### src/rtl/alu_seq_pkg.sv
// Shared types for the multi-precision ALU sequencer: opcodes, FSM states
// and the helper that tells which opcodes chain carry/borrow between limbs.
package alu_seq_pkg;

    typedef enum logic [2:0] {
        OP_NOP = 3'b000,
        OP_LD  = 3'b001,
        OP_ADD = 3'b010,
        OP_SUB = 3'b011,
        OP_NOT = 3'b100,
        OP_AND = 3'b101,
        OP_OR  = 3'b110,
        OP_XOR = 3'b111
    } alu_op_e;

    typedef enum logic [1:0] {
        ST_IDLE  = 2'b00,
        ST_RUN   = 2'b01,
        ST_DRAIN = 2'b10
    } seq_state_e;

    function automatic logic is_arith(input alu_op_e op);
        return (op == OP_ADD) || (op == OP_SUB);
    endfunction

endpackage

### src/rtl/alu_seq_alu.sv
// Single-limb combinational ALU; carry/borrow handling lives in the sequencer.
module alu_seq_alu
    import alu_seq_pkg::*;
#(
    parameter int WIDTH = 8
) (
    input  logic [2:0]       op,
    input  logic [WIDTH-1:0] a,
    input  logic [WIDTH-1:0] b,
    input  logic             ci,
    output logic [WIDTH-1:0] r
);

    logic [WIDTH-1:0] ci_ext;
    assign ci_ext = {{(WIDTH-1){1'b0}}, ci};

    always_comb begin
        r = '0;
        case (alu_op_e'(op))
            OP_NOP:  r = b;
            OP_LD:   r = b;
            OP_ADD:  r = a + b + ci_ext;
            OP_SUB:  r = a - b - ci_ext;
            OP_NOT:  r = ~a;
            OP_AND:  r = a & b;
            OP_OR:   r = a | b;
            OP_XOR:  r = a ^ b;
            default: r = '0;
        endcase
    end

endmodule

### src/rtl/alu_seq.sv
// Multi-precision sequencer: streams operand limbs LS-first through one ALU,
// chaining carry/borrow. Optional statistics counters under ALU_SEQ_STATS_EN.
module alu_seq
    import alu_seq_pkg::*;
#(
    parameter int WIDTH     = 8,
    parameter int MAX_LIMBS = 16,
    localparam int LEN_W    = $clog2(MAX_LIMBS)
) (
    input  logic             clk,
    input  logic             rst,
    input  logic             cmd_valid,
    output logic             cmd_ready,
    input  logic [2:0]       cmd_op,
    input  logic [LEN_W-1:0] cmd_len,
    input  logic             cmd_ci,
    input  logic             in_valid,
    output logic             in_ready,
    input  logic [WIDTH-1:0] in_a,
    input  logic [WIDTH-1:0] in_b,
    output logic             out_valid,
    input  logic             out_ready,
    output logic [WIDTH-1:0] out_data,
    output logic             out_last,
    output logic             done,
    output logic             done_co,
    output logic             done_ov,
    output logic             done_zero
`ifdef ALU_SEQ_STATS_EN
    , output logic [15:0]    stat_cmds
    , output logic [15:0]    stat_limbs
`endif
);

    seq_state_e       state_reg, state_next;
    alu_op_e          op_reg, op_next;
    logic [LEN_W-1:0] len_reg, len_next;
    logic [LEN_W-1:0] cnt_reg, cnt_next;
    logic             carry_reg, carry_next;
    logic             zero_reg, zero_next;
    logic             ov_reg, ov_next;
    logic [WIDTH-1:0] out_data_reg, out_data_next;
    logic             out_valid_reg, out_valid_next;
    logic             out_last_reg, out_last_next;
    logic             done_reg, done_next;
    logic             done_co_reg, done_co_next;
    logic             done_ov_reg, done_ov_next;
    logic             done_zero_reg, done_zero_next;

    logic [WIDTH-1:0] limb_r;
    logic [WIDTH:0]   sum_ext, diff_ext;
    logic             limb_co, limb_ov;
    logic             unused_low_bits;

    alu_seq_alu #(.WIDTH(WIDTH)) alu (
        .op (op_reg),
        .a  (in_a),
        .b  (in_b),
        .ci (carry_reg),
        .r  (limb_r)
    );

    // Carry/borrow come from the extended-width sums, not from the ALU.
    assign sum_ext  = {1'b0, in_a} + {1'b0, in_b} + {{WIDTH{1'b0}}, carry_reg};
    assign diff_ext = {1'b0, in_a} - {1'b0, in_b} - {{WIDTH{1'b0}}, carry_reg};
    assign unused_low_bits = ^{sum_ext[WIDTH-1:0], diff_ext[WIDTH-1:0]};

    always_comb begin
        limb_co = 1'b0;
        limb_ov = 1'b0;
        if (op_reg == OP_ADD) begin
            limb_co = sum_ext[WIDTH];
            limb_ov = (in_a[WIDTH-1] == in_b[WIDTH-1]) && (limb_r[WIDTH-1] != in_a[WIDTH-1]);
        end else if (op_reg == OP_SUB) begin
            limb_co = diff_ext[WIDTH];
            limb_ov = (in_a[WIDTH-1] != in_b[WIDTH-1]) && (limb_r[WIDTH-1] != in_a[WIDTH-1]);
        end
    end

    assign cmd_ready = (state_reg == ST_IDLE) && !rst;
    assign in_ready  = (state_reg == ST_RUN) && (!out_valid_reg || out_ready) && !rst;

    always_comb begin
        state_next     = state_reg;
        op_next        = op_reg;
        len_next       = len_reg;
        cnt_next       = cnt_reg;
        carry_next     = carry_reg;
        zero_next      = zero_reg;
        ov_next        = ov_reg;
        out_data_next  = out_data_reg;
        out_valid_next = out_valid_reg;
        out_last_next  = out_last_reg;
        done_next      = 1'b0;
        done_co_next   = done_co_reg;
        done_ov_next   = done_ov_reg;
        done_zero_next = done_zero_reg;
        case (state_reg)
            ST_IDLE: begin
                if (cmd_valid) begin
                    op_next    = alu_op_e'(cmd_op);
                    len_next   = cmd_len;
                    carry_next = cmd_ci && is_arith(alu_op_e'(cmd_op));
                    zero_next  = 1'b1;
                    ov_next    = 1'b0;
                    cnt_next   = '0;
                    state_next = ST_RUN;
                end
            end
            ST_RUN: begin
                if (in_valid && in_ready) begin
                    out_data_next  = limb_r;
                    out_valid_next = 1'b1;
                    out_last_next  = (cnt_reg == len_reg);
                    carry_next     = limb_co;
                    zero_next      = zero_reg && (limb_r == '0);
                    ov_next        = limb_ov;
                    cnt_next       = cnt_reg + 1'b1;
                    if (cnt_reg == len_reg) begin
                        state_next = ST_DRAIN;
                    end
                end else if (out_valid_reg && out_ready) begin
                    out_valid_next = 1'b0;
                end
            end
            ST_DRAIN: begin
                if (out_ready) begin
                    out_valid_next = 1'b0;
                    out_last_next  = 1'b0;
                    done_next      = 1'b1;
                    done_co_next   = carry_reg;
                    done_ov_next   = ov_reg;
                    done_zero_next = zero_reg;
                    state_next     = ST_IDLE;
                end
            end
            default: state_next = ST_IDLE;
        endcase
    end

    always_ff @(posedge clk) begin
        if (rst) begin
            state_reg     <= ST_IDLE;
            op_reg        <= OP_NOP;
            len_reg       <= '0;
            cnt_reg       <= '0;
            carry_reg     <= 1'b0;
            zero_reg      <= 1'b0;
            ov_reg        <= 1'b0;
            out_data_reg  <= '0;
            out_valid_reg <= 1'b0;
            out_last_reg  <= 1'b0;
            done_reg      <= 1'b0;
            done_co_reg   <= 1'b0;
            done_ov_reg   <= 1'b0;
            done_zero_reg <= 1'b0;
        end else begin
            state_reg     <= state_next;
            op_reg        <= op_next;
            len_reg       <= len_next;
            cnt_reg       <= cnt_next;
            carry_reg     <= carry_next;
            zero_reg      <= zero_next;
            ov_reg        <= ov_next;
            out_data_reg  <= out_data_next;
            out_valid_reg <= out_valid_next;
            out_last_reg  <= out_last_next;
            done_reg      <= done_next;
            done_co_reg   <= done_co_next;
            done_ov_reg   <= done_ov_next;
            done_zero_reg <= done_zero_next;
        end
    end

    assign out_valid = out_valid_reg;
    assign out_data  = out_data_reg;
    assign out_last  = out_last_reg;
    assign done      = done_reg;
    assign done_co   = done_co_reg;
    assign done_ov   = done_ov_reg;
    assign done_zero = done_zero_reg;

`ifdef ALU_SEQ_STATS_EN
    logic [15:0] stat_cmds_reg, stat_limbs_reg;

    always_ff @(posedge clk) begin
        if (rst) begin
            stat_cmds_reg  <= '0;
            stat_limbs_reg <= '0;
        end else begin
            if (done_next && stat_cmds_reg != 16'hFFFF) begin
                stat_cmds_reg <= stat_cmds_reg + 16'd1;
            end
            if (in_valid && in_ready && stat_limbs_reg != 16'hFFFF) begin
                stat_limbs_reg <= stat_limbs_reg + 16'd1;
            end
        end
    end

    assign stat_cmds  = stat_cmds_reg;
    assign stat_limbs = stat_limbs_reg;
`endif

endmodule

### config.mk
export PLATFORM = sky130hd
export DESIGN_NAME = alu_seq
export DESIGN_NICKNAME = d
export VERILOG_FILES = /design/src/rtl/alu_seq_pkg.sv /design/src/rtl/alu_seq_alu.sv /design/src/rtl/alu_seq.sv
export SDC_FILE = /design/constraint.sdc
export NUM_CORES = 1
export LEC_CHECK = 0
export ABC_CLOCK_PERIOD_IN_PS = 3420
export BUFFER_PORTS_ARGS = -buffer_cell sky130_fd_sc_hd__buf_2
export CORE_MARGIN = 2
export CORE_UTILIZATION = 58
export DETAILED_ROUTE_END_ITERATION = 12
export GPL_ROUTABILITY_DRIVEN = 0
export GPL_TIMING_DRIVEN = 0
export HOLD_SLACK_MARGIN = 0.1
export PLACE_DENSITY = 0.82
export SYNTH_ARGS = -nofsm -noshare
export SYNTH_HDL_FRONTEND = slang
export SYNTH_SLANG_ARGS = --single-unit
### constraint.sdc
create_clock -name clk -period 3.42 [get_ports clk]
set_clock_uncertainty 0.1 [all_clocks]
set_input_delay 0.684 -clock clk [delete_from_list [all_inputs] [get_ports clk]]
set_output_delay 0.684 -clock clk [all_outputs]
set_load 0.05 [all_outputs]
==> results.md <==
- Outcome: completed
- GRT Total Usage: 0.271
- CTS tree: yes
- Synth-to-Final Area Change: 15.1%
- Final #Nets: 470
- CTS sink count: 30
- I/O Buffers: 42
- Layout cells sized above 1: 0.169
- H-tree Lvls: 2
- Remaining global-route overflow: 0
- Post-CTS Hold Fix Bufs: 0
- Die Wd: around 73 um
- Max-slew headroom: 0.565
- Final WL: 6.87 mm
- Largest net degree at the start of global routing: 11
- Hpwl dp: 5.26 mm
- Period utilization: 0.877
- Critical-path cell list: buf_2 -> inv_1 -> fa_1 -> ha_1 -> a211oi_4 -> nor2b_1 -> o221ai_1 -> mux2i_1 -> a32oi_1 -> inv_1 -> a41o_1
- Xor/xnor share of the synthesized area: 0.0408
- Slowest-stage cell, CP: fa_1
- Initial cell density of the core: 0.595
- CTS resizes: 0
- Fillers: 394
- Pwr dens: between 500 and 600 nW/um^2
- Leak: about 1.5 nW
- CTS max path bufs: 2
- DR iter-0 viols: 205
- Post-Synthesis Cell Area: 2790 sq um
- Post-synthesis mux area share: 0.0385
- Synth cell types: 58
- # IOs: 45
- Worst-path fanout max: 3
- Peak supply drop: 0.000522 V
- Vias: 2712
- Fin. max-slew vios: 0
- Critical path's top delay family: compound AO/OA/AOI/OAI gates
- Synth Flop Type: dfxtp_1
- CTS Buf Count: 5
- RSZ-0062 raised after global routing: no
- Initial antenna violation count: 0
- Asr flop ratio synth: 0
- Setup Fix Bufs, Post-CTS: 0
- Shortest period the worst path allows: 3000 ps
- Placeable Area: 4690 sq um
- Mean Syn Cell Area: 7.91 sq um
- Post-Route Utilization: 0.685
- First-pass GRT wire length: 11.6 mm
- Largest register FFs: 8
- Cell Rows: 25
- Largest family of logic cells by synthesized area: compound AO/OA/AOI/OAI gates
- Clock latency on the worst-skew pair: 290 ps
- Worst EP arrival: 3090 ps
- Vias/cell: approximately 6
- ANT nets after route: 0
- Die area: 5390 sq um
- Post-synthesis register bit count: 30
- Clock transition at path regs: 70 ps
- Diodes inserted: 0
- Syn Nets: 421
- Post-synth EDFFs: 0
- Buffers and inverters on the worst path: 3
- Die Ht: 73.4 um
- WS Path Type: in2reg
- Setup TNS: 0 ps
- # DRC: 0
- Crit path launch type: primary input
- Hold Crit Class: reg2reg
- Max cap viols: 0
- Total Power: roughly 1.7 mW
- Seq/Total Area, Yosys: 0.215
- Crit. End Element: register
- Adder and majority gate portion of the synthesized area: 0.185
- Ys Warns: 0
- Critical Path Most Common Cell: inv_1
- DRT Pass-1 Iters: 5
- Number of global-route vias before repair: 2477
- Compound-Gate Fraction of Synth Area: 0.220
- Maximum clock rate: 334 MHz
- Simple-gate share of the synthesized area: 0.216
- Wire per inst: 15.0 um
- CP max stage delay: about 470 ps
- Fin area: 3210 sq um
- Critical Path RT: 3510 ps
- Dpl cell area: 3070 sq um
- Worst-margin pin slew: 649 ps
- Clock root buffer: clkbuf_8
- Final setup vio count: 0
- Post-Syn Instances: 353
- Final hold violations: 0
per-stage QoR:
step           std cells  worst slack [ps]  hold WS, ps
2_1_floorplan        353               515          339
3_3_place_gp         449               182          346
3_5_place_dp         449               151          348
4_1_cts              457               446          359
5_1_grt              457               169          392
6_report             457               422          358
tightest hold or removal path, delay by kind of cell (launching register included):
kind	cells	cell delay [ps]
AOI/OAI and AO/OA	1	50
DFF	1	310
and+or+nand+nor	1	50
where the power goes:
part	total, mW	switching (mW)	leakage, nW	internal (mW)
combinational	0.802	0.515	1.14	0.287
sequential	0.428	0.0306	0.244	0.397
clock	0.448	0.137	0.0714	0.311
total	1.68	0.683	1.45	0.994
area by class of cell:
class	count	area, sq um	area share
buffer	19	100	0.0312
clock buffer	6	82.6	0.0257
clock inverter	2	60.1	0.0187
inverter	36	135	0.0421
multi-input combinational	268	1960	0.609
sequential	30	601	0.187
tap	54	67.6	0.0210
timing repair buffer	42	210	0.0654
final timing paths:
check	startpoint	to	depth (start not counted)	slack, ps
max	in_b[0]	zero_reg$_SDFFE_PP0P_	11	420
min reg2reg	done_co$_SDFFE_PP0P_	done_co$_SDFFE_PP0P_	2	360
max reg2reg	carry_reg$_SDFFE_PP0P_	zero_reg$_SDFFE_PP0P_	10	520
min	done_co$_SDFFE_PP0P_	done_co$_SDFFE_PP0P_	2	360
Yosys cell counts (all sizes together) (2+ instances only):
master	number	area share
o21a	5	0.013
mux2	2	0.0081
fa	4	0.029
or2	2	0.0045
o21ai	22	0.039
nor3	8	0.014
a211oi	8	0.028
nand2b	4	0.0090
and2b	2	0.0054
mux4	2	0.016
inv	36	0.048
nand2	24	0.032
nand3	15	0.027
nand3b	8	0.022
or3	2	0.0045
o31ai	2	0.0054
clkbuf	10	0.013
a21oi	28	0.050
buf	9	0.022
o22ai	3	0.0067
dfxtp	30	0.22
mux2i	4	0.014
a31oi	3	0.0067
o221ai	4	0.013
a21o	2	0.0054
a221o	2	0.0072
ha	35	0.16
xnor2	9	0.028
nor2b	7	0.018
o31a	2	0.0063
xor2	4	0.013
nor3b	4	0.011
nor2	26	0.035
a22oi	2	0.0054
nor4	5	0.011
o21bai	2	0.0054
cell families after synthesis:
kind of cell	Yosys count
AOI/OAI and AO/OA	94
xor gates and xnor gates	13
adders and majority gates	39
buffers and inverters	55
DFF	30
muxes	8
and+or+nand+nor	114
cell usage in the layout (no fill, tap or decap), types with 3 or more instances in the layout:
cell type and count:
nand3_1 15, nor2b_1 6, xnor2_1 9, nand3b_1 8
o22ai_1 3, nor3_1 8, fa_1 4, nor2_1 26
o221ai_1 4, ha_1 35, clkbuf_1 10, nor3b_1 4
xor2_1 4, o21a_1 5, inv_1 36, o21ai_0 20
a31oi_1 3, nand2b_1 4, nand2_1 24, dfxtp_1 30
nor4_1 5, mux2i_1 4, a211oi_1 6, clkbuf_8 6
buf_2 47, a21oi_1 28
per-layer routing:
| layer | vias to the layer above | part of all wire | track usage |
|---|---|---|---|
| met5 | - | 0 | 0 |
| met4 | 0 | 0.010 | 0.0465 |
| met3 | 8 | 0.060 | 0.0576 |
| met2 | 93 | 0.47 | 0.429 |
| met1 | 1266 | 0.46 | 0.384 |
| li1 | 1345 | - | - |
No activity file was read; power rests on OpenSTA's default activity.
